### src/rtl/regfile_arb_pkg.sv
// Shared types and helpers for the register-file port arbiter: state encoding,
// default widths and a packed-bus slice extractor.
package regfile_arb_pkg;

    typedef enum logic [1:0] {
        IDLE   = 2'd0,
        ACCESS = 2'd1,
        RESP   = 2'd2
    } arb_state_e;

    localparam int ARB_AW      = 5;
    localparam int ARB_DW      = 32;
    localparam int SLICE_BUS_W = 256;

    // Returns field k of width w (w <= 32) from a bus of w-wide fields packed LSB-first.
    function automatic logic [31:0] bus_slice(input logic [SLICE_BUS_W-1:0] bus,
                                              input int unsigned k,
                                              input int unsigned w);
        logic [SLICE_BUS_W-1:0] shifted;
        logic [31:0]            mask;
        shifted = bus >> (k * w);
        if (w >= 32'd32) begin
            mask = 32'hFFFF_FFFF;
        end else begin
            mask = (32'd1 << w) - 32'd1;
        end
        return shifted[31:0] & mask;
    endfunction

endpackage

### src/rtl/rr_arbiter.sv
// Combinational round-robin picker: first set request strictly after ptr,
// wrapping from N-1 back to 0.
module rr_arbiter #(
    parameter int N  = 6,
    parameter int IW = (N > 1) ? $clog2(N) : 1
) (
    input  logic [N-1:0]  req,
    input  logic [IW-1:0] ptr,
    output logic [N-1:0]  gnt_onehot,
    output logic [IW-1:0] gnt_idx,
    output logic          any
);

    logic          found_s;
    logic [IW-1:0] cand_s;

    // Scan candidates ptr+1 .. ptr+N (mod N) and keep the first requester hit.
    always_comb begin
        found_s = 1'b0;
        gnt_idx = '0;
        cand_s  = '0;
        for (int i = 1; i <= N; i++) begin
            cand_s = IW'((int'(ptr) + i) % N);
            if (!found_s && req[cand_s]) begin
                found_s = 1'b1;
                gnt_idx = cand_s;
            end else begin
                found_s = found_s;
            end
        end
    end

    assign gnt_onehot = found_s ? (N'(1) << gnt_idx) : '0;
    assign any        = |req;

endmodule

### src/rtl/regfile_port_arbiter.sv
// Shares one register-file port among NUM_REQ units: grant -> access -> response.
// Optional grant/conflict counters are built when REGFILE_ARB_STATS_EN is defined.
module regfile_port_arbiter
    import regfile_arb_pkg::*;
#(
    parameter int NUM_REQ = 6,
    parameter int AW      = ARB_AW,
    parameter int DW      = ARB_DW
) (
    input  logic                  CLK,
    input  logic                  RST_N,
    input  logic [NUM_REQ-1:0]    i_REQ,
    input  logic [NUM_REQ-1:0]    i_WE,
    input  logic [NUM_REQ*AW-1:0] i_RD,
    input  logic [NUM_REQ*AW-1:0] i_RS1,
    input  logic [NUM_REQ*AW-1:0] i_RS2,
    input  logic [NUM_REQ*DW-1:0] i_WDATA,
    output logic [NUM_REQ-1:0]    o_GNT,
    output logic [NUM_REQ-1:0]    o_RVALID,
    output logic [DW-1:0]         o_RDATA1,
    output logic [DW-1:0]         o_RDATA2,
    output logic [AW-1:0]         o_X_RD,
    output logic [AW-1:0]         o_X_RS1,
    output logic [AW-1:0]         o_X_RS2,
    output logic                  o_X_WE,
    output logic [DW-1:0]         o_X_REG_IN,
    input  logic [DW-1:0]         i_X_REG_OUT1,
    input  logic [DW-1:0]         i_X_REG_OUT2,
    output logic                  o_BUSY
`ifdef REGFILE_ARB_STATS_EN
    ,
    output logic [31:0]           o_GRANT_CNT,
    output logic [31:0]           o_CONFLICT_CNT
`endif
);

    localparam int            IW      = (NUM_REQ > 1) ? $clog2(NUM_REQ) : 1;
    localparam logic [IW-1:0] PTR_RST = IW'(NUM_REQ - 1);

    arb_state_e           state_q, state_d;
    logic [IW-1:0]        ptr_q, ptr_d;
    logic [NUM_REQ-1:0]   gnt_q, gnt_d;
    logic [NUM_REQ-1:0]   rvalid_q, rvalid_d;
    logic [DW-1:0]        rdata1_q, rdata1_d;
    logic [DW-1:0]        rdata2_q, rdata2_d;
    logic [AW-1:0]        x_rd_q, x_rd_d;
    logic [AW-1:0]        x_rs1_q, x_rs1_d;
    logic [AW-1:0]        x_rs2_q, x_rs2_d;
    logic                 x_we_q, x_we_d;
    logic [DW-1:0]        x_reg_in_q, x_reg_in_d;
    logic                 busy_q, busy_d;

    logic [NUM_REQ-1:0]   win_onehot_s;
    logic [IW-1:0]        win_idx_s;
    logic                 any_s;
    logic [AW-1:0]        win_rd_s, win_rs1_s, win_rs2_s;
    logic [DW-1:0]        win_wdata_s;

    rr_arbiter #(
        .N  (NUM_REQ),
        .IW (IW)
    ) u_rr (
        .req        (i_REQ),
        .ptr        (ptr_q),
        .gnt_onehot (win_onehot_s),
        .gnt_idx    (win_idx_s),
        .any        (any_s)
    );

    assign win_rd_s    = AW'(bus_slice(SLICE_BUS_W'(i_RD),    32'(win_idx_s), AW));
    assign win_rs1_s   = AW'(bus_slice(SLICE_BUS_W'(i_RS1),   32'(win_idx_s), AW));
    assign win_rs2_s   = AW'(bus_slice(SLICE_BUS_W'(i_RS2),   32'(win_idx_s), AW));
    assign win_wdata_s = DW'(bus_slice(SLICE_BUS_W'(i_WDATA), 32'(win_idx_s), DW));

    // Next-state and next-output logic; everything not explicitly driven returns to 0.
    always_comb begin
        state_d    = state_q;
        ptr_d      = ptr_q;
        gnt_d      = '0;
        rvalid_d   = '0;
        rdata1_d   = '0;
        rdata2_d   = '0;
        x_rd_d     = '0;
        x_rs1_d    = '0;
        x_rs2_d    = '0;
        x_we_d     = 1'b0;
        x_reg_in_d = '0;
        case (state_q)
            IDLE, RESP: begin
                if (any_s) begin
                    state_d    = ACCESS;
                    ptr_d      = win_idx_s;
                    gnt_d      = win_onehot_s;
                    x_rd_d     = win_rd_s;
                    x_rs1_d    = win_rs1_s;
                    x_rs2_d    = win_rs2_s;
                    x_reg_in_d = win_wdata_s;
                    // x0 is architecturally zero, so writes to it never reach the file
                    x_we_d     = i_WE[win_idx_s] && (win_rd_s != '0);
                end else begin
                    state_d = IDLE;
                end
            end
            ACCESS: begin
                state_d  = RESP;
                rvalid_d = gnt_q;
                rdata1_d = i_X_REG_OUT1;
                rdata2_d = i_X_REG_OUT2;
            end
            default: begin
                state_d = IDLE;
            end
        endcase
        busy_d = (state_d != IDLE);
    end

    // FSM state, round-robin pointer and all registered outputs.
    always_ff @(posedge CLK or negedge RST_N) begin
        if (!RST_N) begin
            state_q    <= IDLE;
            ptr_q      <= PTR_RST;
            gnt_q      <= '0;
            rvalid_q   <= '0;
            rdata1_q   <= '0;
            rdata2_q   <= '0;
            x_rd_q     <= '0;
            x_rs1_q    <= '0;
            x_rs2_q    <= '0;
            x_we_q     <= 1'b0;
            x_reg_in_q <= '0;
            busy_q     <= 1'b0;
        end else begin
            state_q    <= state_d;
            ptr_q      <= ptr_d;
            gnt_q      <= gnt_d;
            rvalid_q   <= rvalid_d;
            rdata1_q   <= rdata1_d;
            rdata2_q   <= rdata2_d;
            x_rd_q     <= x_rd_d;
            x_rs1_q    <= x_rs1_d;
            x_rs2_q    <= x_rs2_d;
            x_we_q     <= x_we_d;
            x_reg_in_q <= x_reg_in_d;
            busy_q     <= busy_d;
        end
    end

    assign o_GNT      = gnt_q;
    assign o_RVALID   = rvalid_q;
    assign o_RDATA1   = rdata1_q;
    assign o_RDATA2   = rdata2_q;
    assign o_X_RD     = x_rd_q;
    assign o_X_RS1    = x_rs1_q;
    assign o_X_RS2    = x_rs2_q;
    assign o_X_WE     = x_we_q;
    assign o_X_REG_IN = x_reg_in_q;
    assign o_BUSY     = busy_q;

`ifdef REGFILE_ARB_STATS_EN
    localparam logic [NUM_REQ-1:0] REQ_ONE = NUM_REQ'(1);
    localparam logic [31:0]        CNT_MAX = 32'hFFFF_FFFF;

    logic [31:0] grant_cnt_q, grant_cnt_d;
    logic [31:0] conflict_cnt_q, conflict_cnt_d;
    logic        arb_edge_s;
    logic        multi_req_s;

    assign arb_edge_s  = (state_q == IDLE) || (state_q == RESP);
    assign multi_req_s = (i_REQ & (i_REQ - REQ_ONE)) != '0;

    // Saturating counters, stepped only on edges where arbitration happens.
    always_comb begin
        if (arb_edge_s && any_s && (grant_cnt_q != CNT_MAX)) begin
            grant_cnt_d = grant_cnt_q + 32'd1;
        end else begin
            grant_cnt_d = grant_cnt_q;
        end
        if (arb_edge_s && multi_req_s && (conflict_cnt_q != CNT_MAX)) begin
            conflict_cnt_d = conflict_cnt_q + 32'd1;
        end else begin
            conflict_cnt_d = conflict_cnt_q;
        end
    end

    // Statistics registers.
    always_ff @(posedge CLK or negedge RST_N) begin
        if (!RST_N) begin
            grant_cnt_q    <= 32'd0;
            conflict_cnt_q <= 32'd0;
        end else begin
            grant_cnt_q    <= grant_cnt_d;
            conflict_cnt_q <= conflict_cnt_d;
        end
    end

    assign o_GRANT_CNT    = grant_cnt_q;
    assign o_CONFLICT_CNT = conflict_cnt_q;
`endif

endmodule

### config.mk
export PLATFORM = sky130hd
export DESIGN_NAME = regfile_port_arbiter
export DESIGN_NICKNAME = d
export VERILOG_FILES = /design/src/rtl/regfile_arb_pkg.sv /design/src/rtl/rr_arbiter.sv /design/src/rtl/regfile_port_arbiter.sv
export SDC_FILE = /design/constraint.sdc
export NUM_CORES = 1
export LEC_CHECK = 0
export ABC_AREA = 1
export CAP_MARGIN = 20
export CORE_AREA = 3 3 187 189
export DETAILED_ROUTE_END_ITERATION = 12
export DIE_AREA = 0 0 190 192
export PLACE_DENSITY = 0.65
export SLEW_MARGIN = 5
export SYNTH_ARGS = -nofsm -noshare
export SYNTH_HDL_FRONTEND = slang
export SYNTH_SLANG_ARGS = --single-unit
### constraint.sdc
create_clock -name CLK -period 5.93 [get_ports CLK]
set_input_delay 0.593 -clock CLK [delete_from_list [all_inputs] [get_ports CLK]]
set_output_delay 0.593 -clock CLK [all_outputs]
set_load 0.1 [all_outputs]
==> flow_metrics.env <==
export IMPL_ys_seq_area_frac=0.415
export IMPL_cts_repair_resized=0
export IMPL_start_util=0.235
export IMPL_synth_fa_ha_area_frac=0.0223
export IMPL_multi_input_area_um2=3790
export IMPL_critPathCaptureType="flop"
export IMPL_finalSetupViolCount=0
export IMPL_path_max_fanout=24
export IMPL_cts_tree="done"
export IMPL_rsz0062_at_grt="no"
export IMPL_nNetsFinal=1997
export IMPL_status="finished, final reports clean"
export IMPL_grt_pass1_wl_um=52500
export IMPL_row_count=67
export IMPL_yosys_register_bits=130
export IMPL_die_area_um2=36500
export IMPL_synth_compound_area_frac=0.0496
export IMPL_min_path_type="in2async"
export IMPL_grt_max_degree=72
export IMPL_required_ns=6.27
export IMPL_crit_slowest_cell="dfstp_2"
export IMPL_drtPass1Iterations=7
export IMPL_syn_area_um2=7850
export IMPL_yosys_mux_area_fraction=0
export IMPL_core_area_um2=33400
export IMPL_yosys_warnings=0
export IMPL_crit_top_cell="nand2_1"
export IMPL_synth_top_family_by_area="simple AND/OR/NAND/NOR gates"
export IMPL_die_x_um=190
export IMPL_grt_usage=0.190
export IMPL_drive_gt1_frac=0.0458
export IMPL_seq_area_um2=3260
export IMPL_overflow=0
export IMPL_post_synth_top_area_fraction=0.408
export IMPL_post_cts_buffers=0
export IMPL_cts_max_level=4
export IMPL_port_buffers=484
export IMPL_crit_type="reg2reg"
export IMPL_via_per_inst=4.31
export IMPL_finalWorstPathRequiredPeriod_ns=4.89
export IMPL_synthCells=1170
export IMPL_cts_hold_fix_buffers=0
export IMPL_die_h_um=192
export IMPL_tightestPinTransition_ns=1.10
export IMPL_cts_sinks=130
export IMPL_io_pins=485
export IMPL_max_freq_ghz=0.205
export IMPL_drc_errors=0
export IMPL_start_kind="flop"
export IMPL_yosysTopAreaCell="dfrtp_1"
export IMPL_synth_xor_area_frac=0.00319
export IMPL_clock_latency_ns=0.42
export IMPL_maxCapViolCount=0
export IMPL_finClkSkew_ns=0.0106
export IMPL_drtIter0Drc=476
export IMPL_routed_wl_um=36800
export IMPL_cp_arrival_ns=5.23
export IMPL_path_clk_slew_ns=0.06
export IMPL_critPathMaxStageDelay_ns=0.80
export IMPL_ant_nets=0
export IMPL_detail_route_wl_per_cell_um=17.6
export IMPL_synth_area_leaders="dfrtp_1 (41%), nor2_1 (17%), nand2_1 (13%)"
export IMPL_nFillCells=3412
export IMPL_grt_pass1_vias=8750
export IMPL_synth_avg_cell_area_um2=6.71
export IMPL_final_max_slew_viol_count=0
export IMPL_synth_cell_types=35
export IMPL_cts_root_buffer="clkbuf_16"
export IMPL_area_growth_syn_to_layout_pct=72.7
export IMPL_cts_buffer_depth=2
export IMPL_hpwl_um=27900
export IMPL_antenna_found_initial=2
export IMPL_syn_nets=1544
export IMPL_place_gp_congestion=0.908
export IMPL_tns_ns=0
export IMPL_period_share=0.825
export IMPL_numCtsBuffers=17
export IMPL_final_hold_viol_count=0
export IMPL_synth_simple_area_share=0.407
export IMPL_vias=8999
export IMPL_relSlewSlack=0.264
[placed cells by master (no fill, tap or decap), drive strengths merged]
cell type | netlist | routed
nor2 | 352 | 352
nand3b | 4 | 4
dfstp | 2 | 2
bufinv | 0 | 2
a31oi | 1 | 1
nand4 | 6 | 6
o21a | 1 | 1
clkinvlp | 0 | 3
buf | 39 | 9
diode | 0 | 2
clkinv | 1 | 7
nor3 | 1 | 1
ha | 14 | 14
o311ai | 1 | 1
clkdlybuf4s50 | 0 | 483
nand2 | 290 | 290
a21oi | 47 | 47
nor4 | 1 | 1
a221oi | 1 | 1
nand3 | 123 | 123
inv | 119 | 123
o211ai | 4 | 4
clkbuf | 19 | 17
xor2 | 2 | 2
o21ai | 14 | 14
dfrtp | 128 | 128
[layout make-up]
type,instances,share of cell area
sequential,130,0.240
antenna,2,0.000369
inverter,120,0.0333
clock inverter,15,0.0116
timing repair buffer,492,0.362
clock buffer,17,0.0314
multi-input combinational,862,0.280
tap,448,0.0414
[final timing paths]
path / start / endpoint / slack, ns / cells past startpoint
max in group asynchronous: RST_N / o_RDATA1[19] / 4.38 / 2
max: ptr_q[0] / o_X_REG_IN[30] / 1.04 / 28
min in group CLK: state_q[1] / state_q[1] / 0.42 / 1
min reg2reg: state_q[1] / state_q[1] / 0.42 / 1
max reg2reg: ptr_q[0] / o_X_REG_IN[30] / 1.04 / 28
min: RST_N / o_RDATA1[20] / 0.17 / 1
[state kept, by name, indices dropped and copies added, names as in the netlist]
register	cells
o_RDATA1	32
state_q	2
o_X_WE	1
o_X_RS1	5
o_RDATA2	32
o_X_REG_IN	32
o_RVALID	6
o_GNT	6
o_BUSY	1
o_X_RS2	5
ptr_q	3
o_X_RD	5
[synth_stat cells (all sizes together)]
cell      n
o21a      1
nand3b    4
o21ai    14
nor4      1
a21oi    47
dfrtp   128
ha       14
nand4     6
o311ai    1
o211ai    4
buf      39
clkinv    1
a221oi    1
nor2    352
inv     119
nand3   123
clkbuf   19
nand2   290
a31oi     1
nor3      1
xor2      2
dfstp     2
[critical path, delay by kind of cell, from the launching register on]
| family | cells | cell delay (ns) |
|---|---|---|
| buffers and inverters | 5 | 1.19 |
| adder cells (fa/ha/maj) | 2 | 0.50 |
| AO/OA/AOI/OAI | 1 | 0.12 |
| AND/OR/NAND/NOR | 20 | 2.16 |
| flip-flops | 1 | 0.80 |
[metal layers]
metal,GRT usage,part of all wire,up-vias
li1,-,-,4489
met1,0.238,0.42,4059
met2,0.321,0.48,404
met3,0.0485,0.078,45
met4,0.0580,0.022,2
met5,0,0.00030,-
[cells by family after synthesis]
logic type,after synthesis
adders and majority gates,14
buffers and inverters,178
and+or+nand+nor,777
xor gates and xnor gates,2
AOI/OAI and AO/OA,69
DFF,130
[per-stage QoR]
step	util	area, um^2	hold slack [ns]	setup slack, ns	std cells
3_3_place_gp	0.388	13000	0.408	1.17	2052
3_5_place_dp	0.388	13000	0.417	1.06	2052
2_1_floorplan	-	7850	0.297	2.22	1170
6_report	0.405	13600	0.170	1.04	2086
4_1_cts	0.405	13500	0.189	1.04	2084
5_1_grt	0.405	13600	0.203	0.574	2085
Power is not shown: default switching activity piles up to over one toggle a cycle in this logic, so the estimate is an artifact.
==> RTL edit, RTL diff (same settings) <==
The option `REGFILE_ARB_STATS_EN` is turned on by a define.
--- a/src/rtl/regfile_port_arbiter.sv
+++ b/src/rtl/regfile_port_arbiter.sv
@@ -1,4 +1,6 @@
 // Shares one register-file port among NUM_REQ units: grant -> access -> response.
 // Optional grant/conflict counters are built when REGFILE_ARB_STATS_EN is defined.
+`define REGFILE_ARB_STATS_EN
+
 module regfile_port_arbiter
     import regfile_arb_pkg::*;
Check against the original RTL (old outputs only; new: o_CONFLICT_CNT and o_GRANT_CNT): equivalent (equiv_simple and equiv_induct, registers matched by name and starting in step).
==> RTL edit against the original RTL <==
Worst setup slack better by 0.25 ns. Cell count increased by 4.9%. Sequential share of layout area grew 5.0 points. Synthesized area increased by 32%. Die area unchanged. Cell area is 24% higher. Via count grew 15%. Sequential cell count grew 64. Critical path depth down 1. Clock skew rose by 0.011 ns. Wire length increased by 20%.
Power is not shown: default switching activity piles up to over one toggle a cycle in this logic, so the estimate is an artifact.
==> RTL edit: results <==
logic_synthesis:
  synth_cell_types: 53
  yosysSeqAreaShare_pct: 46.8
  synth.avg_cell_area_um2: 8.69
  synth_compound_area_share_pct: 13.1
  synth_area_leaders: "dfrtp_1 46%, nand2_1 8.0%, inv_1 5.3%, nor2_1 4.8%, o21ai_1 3.8%"
  synth_fa_ha_area_share_pct: 1.45
  yosys-top-cells-count: "221 x nand2_1, 192 x dfrtp_1, 146 x inv_1"
  synth_xor_xnor_area_share_pct: 5.14
  syn_nets: 1567
cells_and_area:
  layout.cells.non_filler: 2188
  nFillCells: 3133
  nets: 2094
  area_growth_pct: 61.3
  drive_above_1_share_pct: 6.40
routing:
  dr_wl_met3_um: 3640
  vias_per_cell: 4.74
  drt-met1-wl_um: 18100
  routed_wirelength_um: 44200
  drt_iter0_drc: 552
  firstDrtPassIters: 5
  met2RoutedLength_um: 21000
global_route:
  grt_pass1_vias: 10436
  met1_usage_pct: 29.3
  grt_use_total_pct: 23.3
  grt_util_met3_pct: 6.28
  grt_pass1_wl_um: 64000
  antenna_found_initial: 8
  gr-usage-met2_pct: 38.1
  grt_start_max_net_pins: 85
clocking:
  clk_pin_slew_ns: 0.08
  h-tree-depth: 4
  insertion_delay_ns: 0.44
  cts_buffers: 17
  hold_buffers: 0
setup_path:
  r2r.worst_path.cells: 27
  worstPathArrival_ns: 4.99
  crit_start: "ptr_q[0]"
  crit_family: "simple AND/OR/NAND/NOR gates"
  worstPathMaxFanout: 46
  rr_endpoint: "o_X_RS2[3]"
timing:
  worst_pin_slew_ns: 1.15
  skew_ns: 0.0218
  hold_slack_ns: 0.176
place:
  hpwl_um: 35700
  io_buffers: 548
  postPlaceCellArea_um2: 16100
  pre_cts_slack_ns: 1.31
  place.gp.congestion: 0.936
outcome:
  status: "completed"
## RTL edit: cell types whose count changed in the layout (fill, tap and decap cells not counted), sizes merged, moves of 40 or more
cell / before / now
a21oi: 47 / 7
or2: 0 / 47
dfrtp: 128 / 192
nand3: 123 / 46
inv: 123 / 164
nor2: 352 / 141
nand2: 290 / 241
clkdlybuf4s50: 483 / 545
o21ai: 14 / 96
## RTL edit: worst max-delay path by stage
stage | end | cells past startpoint | slack, ns
global route | o_X_RS2[3] | 27 | 0.90
detailed placement | o_X_RS2[3] | 27 | 1.31
CTS | o_X_RS2[3] | 27 | 1.30
finish | o_X_RS2[3] | 27 | 1.29
global placement | o_X_RS2[0] | 27 | 1.49
floorplan | o_X_REG_IN[31] | 26 | 2.41
## RTL edit: cell type report
type	count	share of cell area [%]
clock inverters	12	0.963
multi-input cells	797	27.3
clock buffers	20	2.73
diodes	5	0.0747
repair buffers	553	33.0
flip-flops and latches	194	29.0
well taps	448	3.35
inverters	159	3.61
